$ cat src/rtl/alu_ctrl_pkg.sv
// Shared encodings for the decode-stage ALU control: select codes, main-control
// classes, R-type funct values, mul/div operation codes and sequencer states.
package alu_ctrl_pkg;

  localparam logic [3:0] SEL_AND     = 4'b0000;
  localparam logic [3:0] SEL_SUB     = 4'b0001;
  localparam logic [3:0] SEL_OR      = 4'b0010;
  localparam logic [3:0] SEL_ADD     = 4'b0011;
  localparam logic [3:0] SEL_LUI     = 4'b0100;
  localparam logic [3:0] SEL_NOR     = 4'b0101;
  localparam logic [3:0] SEL_SLT     = 4'b0110;
  localparam logic [3:0] SEL_SLL     = 4'b0111;
  localparam logic [3:0] SEL_SRL     = 4'b1000;
  localparam logic [3:0] SEL_DEFAULT = 4'b1001;

  localparam logic [2:0] AOP_MEM   = 3'b000;
  localparam logic [2:0] AOP_LUI   = 3'b001;
  localparam logic [2:0] AOP_ORI   = 3'b010;
  localparam logic [2:0] AOP_ANDI  = 3'b011;
  localparam logic [2:0] AOP_ADDI  = 3'b100;
  localparam logic [2:0] AOP_BR    = 3'b101;
  localparam logic [2:0] AOP_RTYPE = 3'b111;

  localparam logic [5:0] FN_SLL   = 6'b000000;
  localparam logic [5:0] FN_SRL   = 6'b000010;
  localparam logic [5:0] FN_MFHI  = 6'b010000;
  localparam logic [5:0] FN_MFLO  = 6'b010010;
  localparam logic [5:0] FN_MULT  = 6'b011000;
  localparam logic [5:0] FN_MULTU = 6'b011001;
  localparam logic [5:0] FN_DIV   = 6'b011010;
  localparam logic [5:0] FN_DIVU  = 6'b011011;
  localparam logic [5:0] FN_ADD   = 6'b100000;
  localparam logic [5:0] FN_SUB   = 6'b100010;
  localparam logic [5:0] FN_AND   = 6'b100100;
  localparam logic [5:0] FN_OR    = 6'b100101;
  localparam logic [5:0] FN_NOR   = 6'b100111;
  localparam logic [5:0] FN_SLT   = 6'b101010;

  localparam logic [1:0] MD_MULT  = 2'b00;
  localparam logic [1:0] MD_MULTU = 2'b01;
  localparam logic [1:0] MD_DIV   = 2'b10;
  localparam logic [1:0] MD_DIVU  = 2'b11;

  typedef enum logic [1:0] {
    ST_IDLE = 2'b00,
    ST_BUSY = 2'b01,
    ST_DONE = 2'b10
  } md_state_t;

endpackage

$ cat src/rtl/alu_decode.sv
// Combinational decode of {alu_op, funct} into ALU select plus mul/div and
// HI/LO-read classification; independent of instruction valid.
module alu_decode
  import alu_ctrl_pkg::*;
#(
  parameter int ALU_OP_W  = 3,
  parameter int FUNCT_W   = 6,
  parameter int ALU_SEL_W = 4
) (
  input  logic [ALU_OP_W-1:0]  alu_op_i,
  input  logic [FUNCT_W-1:0]   funct_i,
  output logic [ALU_SEL_W-1:0] alu_operation_o,
  output logic                 illegal_o,
  output logic                 is_md_o,
  output logic                 is_mfhilo_o,
  output logic [1:0]           md_op_o
);

  logic [3:0] sel;

  always_comb begin
    sel         = SEL_DEFAULT;
    illegal_o   = 1'b0;
    is_md_o     = 1'b0;
    is_mfhilo_o = 1'b0;
    md_op_o     = MD_MULT;
    case (alu_op_i)
      ALU_OP_W'(AOP_RTYPE): begin
        case (funct_i)
          FUNCT_W'(FN_ADD): sel = SEL_ADD;
          FUNCT_W'(FN_SUB): sel = SEL_SUB;
          FUNCT_W'(FN_AND): sel = SEL_AND;
          FUNCT_W'(FN_OR):  sel = SEL_OR;
          FUNCT_W'(FN_NOR): sel = SEL_NOR;
          FUNCT_W'(FN_SLT): sel = SEL_SLT;
          FUNCT_W'(FN_SLL): sel = SEL_SLL;
          FUNCT_W'(FN_SRL): sel = SEL_SRL;
          FUNCT_W'(FN_MULT):  begin sel = SEL_ADD; is_md_o = 1'b1; md_op_o = MD_MULT;  end
          FUNCT_W'(FN_MULTU): begin sel = SEL_ADD; is_md_o = 1'b1; md_op_o = MD_MULTU; end
          FUNCT_W'(FN_DIV):   begin sel = SEL_ADD; is_md_o = 1'b1; md_op_o = MD_DIV;   end
          FUNCT_W'(FN_DIVU):  begin sel = SEL_ADD; is_md_o = 1'b1; md_op_o = MD_DIVU;  end
          FUNCT_W'(FN_MFHI), FUNCT_W'(FN_MFLO): begin
            sel         = SEL_ADD;
            is_mfhilo_o = 1'b1;
          end
          default: illegal_o = 1'b1;
        endcase
      end
      ALU_OP_W'(AOP_ADDI): sel = SEL_ADD;
      ALU_OP_W'(AOP_MEM):  sel = SEL_ADD;
      ALU_OP_W'(AOP_BR):   sel = SEL_SUB;
      ALU_OP_W'(AOP_ANDI): sel = SEL_AND;
      ALU_OP_W'(AOP_ORI):  sel = SEL_OR;
      ALU_OP_W'(AOP_LUI):  sel = SEL_LUI;
      default:             illegal_o = 1'b1;
    endcase
    alu_operation_o = ALU_SEL_W'(sel);
  end

endmodule

$ cat src/rtl/alu_control_seq.sv
// Decode-stage ALU control with a launch/countdown/writeback sequencer for the
// iterative multiply/divide unit and the HI/LO dependency interlock.
module alu_control_seq
  import alu_ctrl_pkg::*;
#(
  parameter int ALU_OP_W   = 3,
  parameter int FUNCT_W    = 6,
  parameter int ALU_SEL_W  = 4,
  parameter int MUL_CYCLES = 32,
  parameter int DIV_CYCLES = 32
) (
  input  logic                 clk,
  input  logic                 reset,
  input  logic                 valid_i,
  input  logic [ALU_OP_W-1:0]  alu_op_i,
  input  logic [FUNCT_W-1:0]   alu_function_i,
  output logic [ALU_SEL_W-1:0] alu_operation_o,
  output logic                 illegal_o,
  output logic                 stall_o,
  output logic                 md_start_o,
  output logic [1:0]           md_op_o,
  output logic                 md_busy_o,
  output logic                 md_done_o
);

  localparam int MAX_LAT = (MUL_CYCLES > DIV_CYCLES) ? MUL_CYCLES : DIV_CYCLES;
  localparam int CNT_W   = $clog2(MAX_LAT);

  logic             dec_illegal;
  logic             dec_is_md;
  logic             dec_is_mfhilo;
  logic [1:0]       dec_md_op;
  logic             accept;
  logic [CNT_W-1:0] lat_m1;
  logic [CNT_W-1:0] cnt;
  md_state_t        state;

  alu_decode #(
    .ALU_OP_W  (ALU_OP_W),
    .FUNCT_W   (FUNCT_W),
    .ALU_SEL_W (ALU_SEL_W)
  ) u_decode (
    .alu_op_i        (alu_op_i),
    .funct_i         (alu_function_i),
    .alu_operation_o (alu_operation_o),
    .illegal_o       (dec_illegal),
    .is_md_o         (dec_is_md),
    .is_mfhilo_o     (dec_is_mfhilo),
    .md_op_o         (dec_md_op)
  );

  assign illegal_o  = valid_i & dec_illegal;
  assign accept     = valid_i & dec_is_md & (state == ST_IDLE);
  assign md_start_o = accept;
  assign md_busy_o  = (state != ST_IDLE);
  assign md_done_o  = (state == ST_DONE);
  // DONE still stalls HI/LO consumers: the result lands at the end of that cycle.
  assign stall_o    = valid_i & (state != ST_IDLE) & (dec_is_md | dec_is_mfhilo);

  assign lat_m1 = (dec_md_op == MD_DIV || dec_md_op == MD_DIVU) ?
                  CNT_W'(DIV_CYCLES - 1) : CNT_W'(MUL_CYCLES - 1);

  always_ff @(posedge clk or negedge reset) begin
    if (!reset) begin
      state   <= ST_IDLE;
      cnt     <= '0;
      md_op_o <= MD_MULT;
    end else begin
      case (state)
        ST_IDLE: begin
          if (accept) begin
            md_op_o <= dec_md_op;
            cnt     <= lat_m1;
            state   <= ST_BUSY;
          end
        end
        ST_BUSY: begin
          if (cnt == '0) state <= ST_DONE;
          else           cnt   <= cnt - 1'b1;
        end
        ST_DONE: state <= ST_IDLE;
        default: state <= ST_IDLE;
      endcase
    end
  end

endmodule

$ cat config.mk
export PLATFORM = sky130hd
export DESIGN_NAME = alu_control_seq
export DESIGN_NICKNAME = d
export VERILOG_FILES = /design/src/rtl/alu_ctrl_pkg.sv /design/src/rtl/alu_decode.sv /design/src/rtl/alu_control_seq.sv
export SDC_FILE = /design/constraint.sdc
export NUM_CORES = 1
export LEC_CHECK = 0
export ABC_CLOCK_PERIOD_IN_PS = 3300
export CAP_MARGIN = 20
export CORE_MARGIN = 2
export CORE_UTILIZATION = 40
export DETAILED_ROUTE_END_ITERATION = 8
export PLACE_DENSITY = 0.69
export SETUP_SLACK_MARGIN = 0.4
export SLEW_MARGIN = 20
export SYNTH_ARGS = -nofsm -noshare
export SYNTH_HDL_FRONTEND = slang
export SYNTH_SLANG_ARGS = --single-unit
$ cat constraint.sdc
create_clock -name clk -period 3.3 [get_ports clk]
set_clock_uncertainty 0.05 [all_clocks]
set_input_delay 0.66 -clock clk [delete_from_list [all_inputs] [get_ports clk]]
set_output_delay 0.66 -clock clk [all_outputs]
set_load 0.05 [all_outputs]
==> key figures, run 1 <==
Critical path
  • Crit path launch type: input port
  • Critical R2R Launch: cnt[0]
  • Required time worst endpoint: 2590 ps
  • CP Max Fanout: 5
  • CP arrival: 2090 ps
  • Critical Path Start: alu_op_i[1]
  • Type of element capturing the critical path: output port
  • Type of the worst setup path: input port to output port
  • Cell depth of the worst flop-to-flop path: 6

Min path
  • Start point of the worst hold path: md_op_o[1]
  • Worst min path class: flop to flop
  • Min-Delay Path Depth: 2

Flow run
  • Number of max-cap violations: 0

Global routing
  • Met1 Usage GRT: 26.09%
  • Vias in the first global route: 667
  • Pin count of the biggest net entering global routing: 12
  • Most crowded layer after global routing: met1
  • Number of antenna violations at the first check in global routing: 0
  • Met2 layer usage reported by global route: 24.47%
  • Global-route met3 utilization: 3.333%
  • Global router's overall resource usage: 17.15%
  • First-pass GRT wire length: 2856 µm
  • Residual overflow from global routing: 0

Layout
  • Most common cell after layout, fill and taps aside: sky130_fd_sc_hd__dfrtp_1
  • Commonest cells after routing, fill and taps aside: sky130_fd_sc_hd__dfrtp_1 (9), sky130_fd_sc_hd__clkdlybuf4s50_1 (8), sky130_fd_sc_hd__inv_1 (6), sky130_fd_sc_hd__nand2_1 (6), sky130_fd_sc_hd__nor2_1 (6)
  • Share of post-route cells with drive strength above 1: 26.09%
  • Final design utilization: 61.84%
  • Ant diodes: 0
  • Final layout net count: 130
  • Post-synthesis to final-layout area growth: 49.92%

STA
  • Fmax: 357.5 MHz
  • Final-report setup violation count: 0
  • Unrepaired setup endpoints after global routing: no
  • Worst slew margin relative to its limit: 65.80%
  • Post-layout min period: 2797 ps
  • Final worst-path cycle share: 84.76%
  • Transition time of the tightest slew-check pin: 511.4 ps
  • Max-slew violation count: 0
  • Post-Route Setup TNS: 0 ps
  • Number of endpoints with negative hold slack in the final report: 0

Synth
  • Part of the Yosys area used for sequential elements: 28.71%
  • Cell accounting for the most synthesized area: sky130_fd_sc_hd__dfrtp_1
  • Library cells used by synthesis: 46
  • Share of async-settable or async-resettable flops after synthesis: 100.0%
  • Number of synthesized flops with an enable pin: 0
  • Flop and latch count out of synthesis: 9
  • Yosys synthesis warning count: 0
  • Total standard cell area after synthesis: 784.5 µm²
  • Top area cells in the synthesized netlist: sky130_fd_sc_hd__dfrtp_1 (29%), sky130_fd_sc_hd__and3_1 (3.2%), sky130_fd_sc_hd__ha_1 (3.2%)
  • Mean post-synth cell area: 8.815 µm²
  • Gate count of the mapped netlist: 89
  • Mapped Nets: 103
  • Post-synth top flop: sky130_fd_sc_hd__dfrtp_1
  • Fraction of post-synthesis cell area in the top cell type by area: 28.71%

Drt
  • Average wire length per cell after detail routing: 12.48 µm
  • Remaining routing DRC violations: 0
  • Vias: 756
  • Average vias per placed instance: 5.324
  • Drt first-iter violations: 14
  • Total length of routed wires: 1772 µm
  • First-pass DRT Iterations: 4
  • Number of routed nets with antenna violations: 0

Floorplan
  • Core footprint: 1902 µm²
  • Floorplan die height: 48.29 µm
  • Num ports: 23
  • Die outline area: 2331 µm²
  • Floorplan die width: 48.29 µm
  • Number of rows in the core area: 16
  • Starting utilization of the core area: 41.25%

Clocking
  • Count of buffers added by post-CTS timing repair for setup: 0
  • Root Driver: sky130_fd_sc_hd__clkbuf_4
  • Hold-fix buffers, CTS: 0
  • Number of buffers created by CTS: 3
  • Clock insertion delay at the later pin of the skew report: 260 ps
  • # H-tree levels: 1
  • TritonCTS clock tree: yes
  • Maximum count of clock buffers along a single path: 2
  • Clock sink count: 9
  • Clock-pin slew of the registers on the worst-case setup and hold paths: 60 ps

Power and ir drop
  • Peak supply drop: 0.0001930 V
  • Power per standard cell area: 269.7 nW/µm²
  • Leak Pwr: 0.5607 nW
  • Total power consumption of the routed design: 0.3173 mW

Placement
  • Number of I/O port buffers: 22
  • Placer's final routability congestion estimate: 0.7734
  • Detailed placer's ending HPWL: 1365 µm

Outcome
  • Outcome: finished, final reports clean
==> critical path, cell delays in order <==
cell	delay [ps]
sky130_fd_sc_hd__clkdlybuf4s50_1	570
sky130_fd_sc_hd__nand2_1	160
sky130_fd_sc_hd__or3_1	360
sky130_fd_sc_hd__o32ai_2	160
sky130_fd_sc_hd__buf_12	180
==> power breakdown <==
group	total, mW	switching (mW)	internal [mW]
logic	0.113	0.0627	0.0505
clock network	0.0839	0.0374	0.0465
registers	0.120	0.00443	0.116
==> cell type report <==
type	count	area, µm²
inverter	6	22.52
timing repair buffer	25	294.0
sequential	9	225.2
multi-input combinational	71	574.3
clock buffer	4	26.28
fill	159	725.7
tap	27	33.78
==> synth_stat cells (all sizes together), types with 2 or more instances <==
library cell and instances:
inv 6, nor2 6, and3 4, nand3 4
nor2b 2, mux2 2, nor3b 3, buf 2
o21ai 2, nor3 3, nand4 2, dfrtp 9
xor2 2, ha 2, nor4 2, and2 2
or4b 2, nand2b 4, nand2 8
==> per-layer routing <==
layer / vias up / wire [µm] / share of wire [%]
met5: - / 0 / 0
met3: 0 / 56 / 3.2
met4: 0 / 0 / 0
li1: 381 / - / -
met1: 361 / 932 / 53
met2: 14 / 783 / 44
==> state kept, by name, summed over array words and instances, names as in the netlist <==
register / count
md_op_o: 2
cnt: 5
state: 2
==> final timing paths <==
kind | end | slack, ps
worst max register to register | cnt[0] | 1570
worst min-delay path | md_op_o[1] | 440
worst min register to register | md_op_o[1] | 440
worst max-delay path | alu_operation_o[2] | 500
min in group asynchronous | cnt[1] | 640
max in group asynchronous | cnt[2] | 2270
==> cell families after synthesis <==
group	synth area share (%)
and+or+nand+nor	41.63
buffers and inverters	4.625
adders and majority gates	3.189
DFF	28.71
muxes	3.349
AOI/OAI and AO/OA	16.27
xor gates and xnor gates	2.233
==> metrics by stage <==
step	cell area [µm²]	std cells	worst slack [ps]	hold slack, ps
floorplan	788.3	89	488.8	314.4
global placement	1096	138	229.8	413.3
detailed placement	1096	138	188.9	432.0
CTS	1136	142	341.0	445.6
global route	1176	142	406.8	477.4
finish	1176	142	502.9	436.2
==> timing repair <==
item,in CTS,in global routing
setup endpoints to repair,5,5
resized for setup,6,13
pin swaps,0,1
No activity file was read; power rests on OpenSTA's default activity.
==> inputs of run 2 (changes only) <==
--- a/config.mk
+++ b/config.mk
@@ -5,7 +5,7 @@
 export SDC_FILE = /design/constraint.sdc
 export NUM_CORES = 1
 export LEC_CHECK = 0
-export ABC_CLOCK_PERIOD_IN_PS = 3300
+export ABC_CLOCK_PERIOD_IN_PS = 2790
 export CAP_MARGIN = 20
 export CORE_MARGIN = 2
 export CORE_UTILIZATION = 40
==> constraint.sdc (replaced) <==
create_clock -name clk -period 2.79 [get_ports clk]
set_clock_uncertainty 0.05 [all_clocks]
set_input_delay 0.558 -clock clk [delete_from_list [all_inputs] [get_ports clk]]
set_output_delay 0.558 -clock clk [all_outputs]
set_load 0.05 [all_outputs]
==> run 2 against run 1 <==
Final area up 11%. Global-route usage rose by 3.2 points. Power up 26%. Critical path type unchanged. Sequential share of layout area decreased by 1.9 points. Die area unchanged. Worst setup slack got worse by 66 ps. Largest cell class unchanged. Utilization rose by 6.8 points. Routed wire length rose by 25%. Sequential power up 18%.
==> key figures, run 2 (synthesis results as in run 1) <==
Drt
  • Drt first-iter violations: 17
  • Average wire length per cell after detail routing: 14.46 µm
  • Total length of routed wires: 2213 µm
  • Vias: 818
  • Remaining routing DRC violations: 0
  • Average vias per placed instance: 5.346
  • Number of routed nets with antenna violations: 0
  • First-pass DRT Iterations: 4

STA
  • Transition time of the tightest slew-check pin: 494.9 ps
  • Unrepaired setup endpoints after global routing: no
  • Final setup slack of the worst path: 436.9 ps
  • Final-report setup violation count: 0
  • Worst slew margin relative to its limit: 66.91%
  • Number of endpoints with negative hold slack in the final report: 0
  • Max-slew violation count: 0
  • Final worst-path cycle share: 84.34%
  • Post-layout min period: 2353 ps
  • Fmax: 425.0 MHz

Critical path
  • Required time worst endpoint: 2180 ps
  • Type of the worst setup path: input port to output port
  • CP Max Fanout: 5
  • Cell depth of the worst flop-to-flop path: 6
  • Critical-path top delay cell: sky130_fd_sc_hd__or4b_4
  • Critical R2R Launch: cnt[0]
  • CP arrival: 1750 ps
  • Type of element capturing the critical path: output port
  • Crit path launch type: input port
  • Critical Path Start: alu_function_i[5]
  • Delay of the slowest cell on the worst path: 510 ps
  • CP cell instances: buf_4 -> nor3_4 -> or4b_4 -> a21oi_4 -> buf_12

Clocking
  • # H-tree levels: 1
  • Maximum count of clock buffers along a single path: 2
  • Clock sink count: 9
  • Number of buffers created by CTS: 3
  • TritonCTS clock tree: yes
  • Hold-fix buffers, CTS: 0
  • Clock insertion delay at the later pin of the skew report: 260 ps
  • Root Driver: sky130_fd_sc_hd__clkbuf_4
  • Clock-pin slew of the registers on the worst-case setup and hold paths: 60 ps

Power and ir drop
  • Power per standard cell area: 306.7 nW/µm²
  • Peak supply drop: 0.0002822 V
  • Psw: 0.1356 mW
  • Clock Power Share: 25.3%
  • Leak Pwr: 0.6063 nW
  • Internal power: 0.2646 mW
  • Fraction of power consumed by sequential logic: 35.5%
  • Share of total power in combinational logic: 39.2%
  • Proportion of total power due to net switching: 33.89%

Min path
  • Start point of the worst hold path: md_op_o[1]
  • Min-Delay Path Depth: 2
  • Worst min path class: flop to flop

Floorplan
  • Core footprint: 1902 µm²
  • Floorplan die height: 48.29 µm
  • Die outline area: 2331 µm²
  • Num ports: 23
  • Floorplan die width: 48.29 µm
  • Number of rows in the core area: 16
  • Starting utilization of the core area: 41.25%

Layout
  • Final layout net count: 141
  • Regs by FF count: cnt: 5 flops, md_op_o: 2 flops, state: 2 flops
  • Post-route cell area: 1305 µm²
  • Most common cell after layout, fill and taps aside: sky130_fd_sc_hd__buf_4
  • Share of post-route cells with drive strength above 1: 45.24%
  • Commonest cells after routing, fill and taps aside: sky130_fd_sc_hd__buf_4 (13), sky130_fd_sc_hd__dfrtp_1 (9), sky130_fd_sc_hd__clkdlybuf4s50_1 (6)
  • Top register by number of flip-flops: cnt
  • Post-synthesis to final-layout area growth: 66.35%
  • Max FFs per register: 5
  • Ant diodes: 0

Flow run
  • Number of max-cap violations: 0

Placement
  • Detailed placer's ending HPWL: 1627 µm
  • Instance area at placement: 1180 µm²
  • Placer's final routability congestion estimate: 0.8576
  • Number of I/O port buffers: 22
  • Worst setup timing slack at the placement stage: -36.93 ps

Outcome
  • Outcome: finished, final reports clean

Global routing
  • Residual overflow from global routing: 0
  • First-pass GRT wire length: 3318 µm
  • Pin count of the biggest net entering global routing: 11
  • Number of antenna violations at the first check in global routing: 0
  • Vias in the first global route: 756
  • Global router's overall resource usage: 20.33%
## run 2: repair_timing
action                                  in CTS  in global routing
buffers inserted                             1                  1
pin swaps                                    5                  5
endpoints found under the setup margin       7                  6
hold endpoints to repair                     0                  0
gates resized for setup                     42                 13
## run 2: area by class of cell
class,instances,area [µm²]
clock buffer,4,26.28
fill,154,596.8
inverter,6,22.52
multi-input combinational,71,636.9
sequential,9,225.2
tap,27,33.78
timing repair buffer,36,360.3
## run 2: path summary, 6_finish.rpt
kind / endpoint / slack (ps)
min reg2reg: md_op_o[1] / 430
min: md_op_o[1] / 430
max: alu_operation_o[3] / 440
max reg2reg: cnt[0] / 1020
max in group asynchronous: cnt[2] / 1830
min in group asynchronous: cnt[1] / 550
## run 2: power groups by stage
stage / combinational [mW] / sequential (mW) / clock [mW]
6_report: 0.157 / 0.142 / 0.101
5_1_grt: 0.167 / 0.143 / 0.112
4_1_cts: 0.151 / 0.142 / 0.107
3_5_place_dp: 0.140 / 0.144 / 0
3_3_place_gp: 0.140 / 0.144 / 0
2_1_floorplan: 0.0748 / 0.147 / 0
## run 2: worst max-delay path, delay by kind of cell
family	cells	cell delay, ps
buffers and inverters	2	300
AOI/OAI and AO/OA	1	180
and+or+nand+nor	2	710
## run 2: metrics by stage
stage	utilization [%]	TNS, ps	instances	hold WS (ps)	power (mW)
floorplan	-	0	89	212.4	0.2213
global placement	62.04	-76.01	147	419.2	0.2840
detailed placement	62.04	-37.06	147	422.9	0.2847
CTS	68.03	0	152	437.0	0.3996
global route	68.62	0	153	474.4	0.4222
finish	68.62	0	153	434.7	0.4002
## run 2: metal layers
layer  vias up  track usage, %  routed length [µm]
li1        408               -                   -
met1       381           28.79                1040
met2        27           29.47                1062
met3         2           6.296                  96
met4         0           5.946                  14
met5         -               0                   0
==> inputs of run 3 (changes only) <==
--- a/config.mk
+++ b/config.mk
@@ -5,12 +5,12 @@
 export SDC_FILE = /design/constraint.sdc
 export NUM_CORES = 1
 export LEC_CHECK = 0
-export ABC_CLOCK_PERIOD_IN_PS = 2790
+export ABC_CLOCK_PERIOD_IN_PS = 2000
 export CAP_MARGIN = 20
 export CORE_MARGIN = 2
 export CORE_UTILIZATION = 40
 export DETAILED_ROUTE_END_ITERATION = 8
-export PLACE_DENSITY = 0.69
+export PLACE_DENSITY = 0.72
 export SETUP_SLACK_MARGIN = 0.4
 export SLEW_MARGIN = 20
 export SYNTH_ARGS = -nofsm -noshare
==> constraint.sdc (replaced) <==
create_clock -name clk -period 2 [get_ports clk]
set_clock_uncertainty 0.05 [all_clocks]
set_input_delay 0.4 -clock clk [delete_from_list [all_inputs] [get_ports clk]]
set_output_delay 0.4 -clock clk [all_outputs]
set_load 0.05 [all_outputs]
==> run 3 against run 2 <==
The run now fails in global routing (5_1_grt). Synthesized cell count stayed put. Area after synthesis stayed put.
==> key figures, run 3 <==
STA
  • Worst setup endpoint GRT: alu_operation_o[3]
  • Kind of the worst endpoint: primary output

Outcome
  • Outcome: did not finish
  • Error: [ERROR DPL-0033] detailed placement checks failed during check placement.
  • Exit stage: global routing (5_1_grt)

Synth
  • Share of async-settable or async-resettable flops after synthesis: 100.0%
  • Part of the Yosys area used for sequential elements: 28.71%
  • Count leader, synth: sky130_fd_sc_hd__dfrtp_1
  • Number of synthesized flops with an enable pin: 0
  • Yosys synthesis warning count: 0
  • Top cells by count, synth: sky130_fd_sc_hd__dfrtp_1 (9), sky130_fd_sc_hd__inv_1 (6), sky130_fd_sc_hd__nand2_1 (6), sky130_fd_sc_hd__nor2_1 (6)
  • Gate count of the mapped netlist: 89
  • Mean post-synth cell area: 8.815 µm²
  • Mapped Nets: 103
  • Flop and latch count out of synthesis: 9
  • Cell accounting for the most synthesized area: sky130_fd_sc_hd__dfrtp_1
  • Total standard cell area after synthesis: 784.5 µm²
  • Top area cells in the synthesized netlist: sky130_fd_sc_hd__dfrtp_1 (29%), sky130_fd_sc_hd__and3_1 (3.2%), sky130_fd_sc_hd__ha_1 (3.2%)
  • Library cells used by synthesis: 46
  • Post-synth top flop: sky130_fd_sc_hd__dfrtp_1
  • Fraction of post-synthesis cell area in the top cell type by area: 28.71%

Placement
  • Number of I/O port buffers: 22
  • Placer's final routability congestion estimate: 0.8883
  • Placed cell count: 157
  • Detailed placer's ending HPWL: 1795 µm
  • Instance area at placement: 1344 µm²

Floorplan
  • Number of rows in the core area: 16
  • Num ports: 23
  • Floorplan die width: 48.29 µm
  • Floorplan die height: 48.29 µm
  • Starting utilization of the core area: 41.25%

Global routing
  • Number of antenna violations at the first check in global routing: 0
  • Pin count of the biggest net entering global routing: 10

Clocking
  • Root Driver: sky130_fd_sc_hd__clkbuf_4
  • Maximum count of clock buffers along a single path: 2
  • Number of buffers created by CTS: 3
  • Clock sink count: 9
  • # H-tree levels: 1
run 3: cell counts after synthesis:
Identical to the previous run, type by type.
run 3: logic make-up after synthesis:
group | after synthesis | synth area share, %
AO/OA/AOI/OAI | 17 | 16.27
buffers and inverters | 9 | 4.625
multiplexers | 2 | 3.349
AND/OR/NAND/NOR | 48 | 41.63
XOR/XNOR | 2 | 2.233
adder cells (fa/ha/maj) | 2 | 3.189
flip-flops | 9 | 28.71
run 3: stage by stage:
step,setup WS [ps],utilization [%]
CTS,29.85,89.01
detailed placement,-511.5,70.66
floorplan,36.71,-
global placement,-442.6,70.66
run 3: timing repair:
| item | in CTS |
|---|---|
| pin swaps | 25 |
| hold buffers | 0 |
| setup endpoints to repair | 18 |
| gates cloned | 1 |
| setup buffers | 12 |
| resized for setup | 91 |
==> inputs of run 4 (changes only) <==
--- a/config.mk
+++ b/config.mk
@@ -5,13 +5,12 @@
 export SDC_FILE = /design/constraint.sdc
 export NUM_CORES = 1
 export LEC_CHECK = 0
-export ABC_CLOCK_PERIOD_IN_PS = 2000
+export ABC_CLOCK_PERIOD_IN_PS = 2600
 export CAP_MARGIN = 20
-export CORE_MARGIN = 2
-export CORE_UTILIZATION = 40
+export CORE_AREA = 2 2 63 65
 export DETAILED_ROUTE_END_ITERATION = 8
-export PLACE_DENSITY = 0.72
-export SETUP_SLACK_MARGIN = 0.4
+export DIE_AREA = 0 0 65 67
+export PLACE_DENSITY_LB_ADDON = 0.15
 export SLEW_MARGIN = 20
 export SYNTH_ARGS = -nofsm -noshare
 export SYNTH_HDL_FRONTEND = slang
==> constraint.sdc (replaced) <==
create_clock -name clk -period 2.6 [get_ports clk]
set_clock_uncertainty 0.05 [all_clocks]
set_input_delay 0.52 -clock clk [delete_from_list [all_inputs] [get_ports clk]]
set_output_delay 0.52 -clock clk [all_outputs]
set_load 0.05 [all_outputs]
==> run 4 against run 3 <==
The flow now finishes without violations.
==> key figures, run 4 (synthesis results as in run 1) <==
Outcome
  • Outcome: finished, final reports clean

Power and ir drop
  • Peak supply drop: 0.0002990 V
  • Power per standard cell area: 348.9 nW/µm²
  • Fraction of power consumed by sequential logic: 31.4%
  • Internal power: 0.3386 mW
  • Share of total power in combinational logic: 35.6%
  • Psw: 0.1481 mW
  • Proportion of total power due to net switching: 30.44%
  • Clock Power Share: 33.0%
  • Total power consumption of the routed design: 0.4867 mW
  • Leak Pwr: 0.6672 nW

Min path
  • Min-Delay Path Depth: 1
  • Start point of the worst hold path: md_op_o[0]
  • WHS Endpoint: md_op_o[0]
  • Worst min path class: flop to flop

Global routing
  • Number of antenna violations at the first check in global routing: 0
  • Met1 Usage GRT: 14.77%
  • Met2 layer usage reported by global route: 16.88%
  • Most crowded layer after global routing: met2
  • First-pass GRT wire length: 3657 µm
  • Vias in the first global route: 818
  • Global router's overall resource usage: 10.57%
  • Pin count of the biggest net entering global routing: 12
  • Residual overflow from global routing: 0
  • Global-route met3 utilization: 2.365%

Floorplan
  • Die outline area: 4355 µm²
  • Number of rows in the core area: 22
  • Num ports: 23
  • Floorplan die height: 67 µm
  • Floorplan die width: 65 µm
  • Starting utilization of the core area: 21.76%
  • Core footprint: 3606 µm²

Layout
  • Top register by number of flip-flops: cnt
  • Regs by FF count: cnt: 5 flops, md_op_o: 2 flops, state: 2 flops
  • Final Instance Count excl. Fillers: 182
  • Most common cell after layout, fill and taps aside: sky130_fd_sc_hd__buf_4
  • Area occupied by multi-input gates: 596.8 µm²
  • Commonest cells after routing, fill and taps aside: sky130_fd_sc_hd__buf_4 (20), sky130_fd_sc_hd__dfrtp_1 (9), sky130_fd_sc_hd__clkdlybuf4s50_1 (9)
  • Max FFs per register: 5
  • Sequential cell area: 225.2 µm²
  • Post-synthesis to final-layout area growth: 77.83%
  • Share of post-route cells with drive strength above 1: 38.81%
  • Final layout net count: 149
  • Count of filler cells inserted in the layout: 374
  • Ant diodes: 0

STA
  • Max-slew violation count: 0
  • Worst slew margin relative to its limit: 66.15%
  • Number of endpoints with negative hold slack in the final report: 0
  • Post-layout min period: 2496 ps
  • Unrepaired setup endpoints after global routing: no
  • Fmax: 400.6 MHz
  • Transition time of the tightest slew-check pin: 506.2 ps
  • Post-Route Setup TNS: 0 ps
  • Final-report setup violation count: 0
  • Final worst-path cycle share: 96.00%
  • Hold slack final: 436.2 ps

Clocking
  • Maximum count of clock buffers along a single path: 2
  • Root Driver: sky130_fd_sc_hd__clkbuf_8
  • Number of buffers created by CTS: 3
  • TritonCTS clock tree: yes
  • Clock-pin slew of the registers on the worst-case setup and hold paths: 40 ps
  • # H-tree levels: 1
  • Clock sink count: 9
  • Clock insertion delay at the later pin of the skew report: 230 ps

Placement
  • Number of I/O port buffers: 22
  • Placer's final routability congestion estimate: 0.8729
  • Detailed placer's ending HPWL: 1796 µm
  • Placed cell count: 175

Critical path
  • Crit path launch type: input port
  • Reg2reg setup slack: 840 ps
  • Cell depth of the worst flop-to-flop path: 6
  • Type of element capturing the critical path: output port
  • Required time worst endpoint: 2030 ps
  • End of the worst register-to-register path: cnt[0]
  • Type of the worst setup path: input port to output port
  • Critical R2R Launch: cnt[0]
  • CP arrival: 1930 ps
  • CP Max Fanout: 6

Drt
  • Average vias per placed instance: 4.676
  • Number of routed nets with antenna violations: 0
  • Remaining routing DRC violations: 0
  • Total length of routed wires: 2326 µm
  • First-pass DRT Iterations: 4
  • Drt first-iter violations: 48
  • Average wire length per cell after detail routing: 12.78 µm
  • Vias: 851

Flow run
  • Number of max-cap violations: 0
[run 4: metrics by stage]
step | setup WS, ps | util, % | area, µm²
floorplan | 68.75 | - | 788.3
global placement | -160.9 | 34.46 | 1242
global route | 45.90 | 38.69 | 1395
detailed placement | -159.4 | 34.46 | 1242
CTS | 3.192 | 37.23 | 1343
finish | 104.0 | 38.69 | 1395
[run 4: layer usage]
metal	part of all wire, %	up-vias
met2	49	15
li1	-	426
met3	4.0	0
met1	47	410
met4	0	0
met5	0	-
[run 4: what timing repair did]
action / CTS / global route
buffers inserted: 0 / 2
pin swaps: 1 / 3
gates cloned: 0 / 1
setup endpoints to repair: 6 / 6
resized for setup: 15 / 13
hold buffers: 0 / 0
[run 4: power groups by stage]
| stage | Sequential [mW] | Combinational (mW) | Clock (mW) |
|---|---|---|---|
| floorplan | 0.157 | 0.0779 | 0 |
| global placement | 0.155 | 0.158 | 0 |
| detailed placement | 0.155 | 0.158 | 0 |
| CTS | 0.153 | 0.166 | 0.166 |
| global route | 0.154 | 0.185 | 0.175 |
| finish | 0.153 | 0.173 | 0.160 |
[run 4: how the worst max path moves through the flow]
stage                      startpoint            endpoint  slack (ps)
finish              alu_function_i[5]  alu_operation_o[3]         100
global route        alu_function_i[5]  alu_operation_o[0]          50
CTS                 alu_function_i[3]  alu_operation_o[3]           3
detailed placement  alu_function_i[5]  alu_operation_o[3]        -160
global placement    alu_function_i[5]  alu_operation_o[3]        -160
floorplan           alu_function_i[3]  alu_operation_o[1]          70
[run 4: cell type report]
type	instances	area share, %
clock buffer	4	3.229
sequential	9	16.14
tap	48	4.305
multi-input combinational	71	42.78
timing repair buffer	44	31.93
inverter	6	1.614
[run 4: critical path: stages]
cell and delay, ps:
sky130_fd_sc_hd__dlygate4sd2_1 330, sky130_fd_sc_hd__nor3_4 230, sky130_fd_sc_hd__or4b_4 510, sky130_fd_sc_hd__a21oi_4 190, sky130_fd_sc_hd__buf_12 150
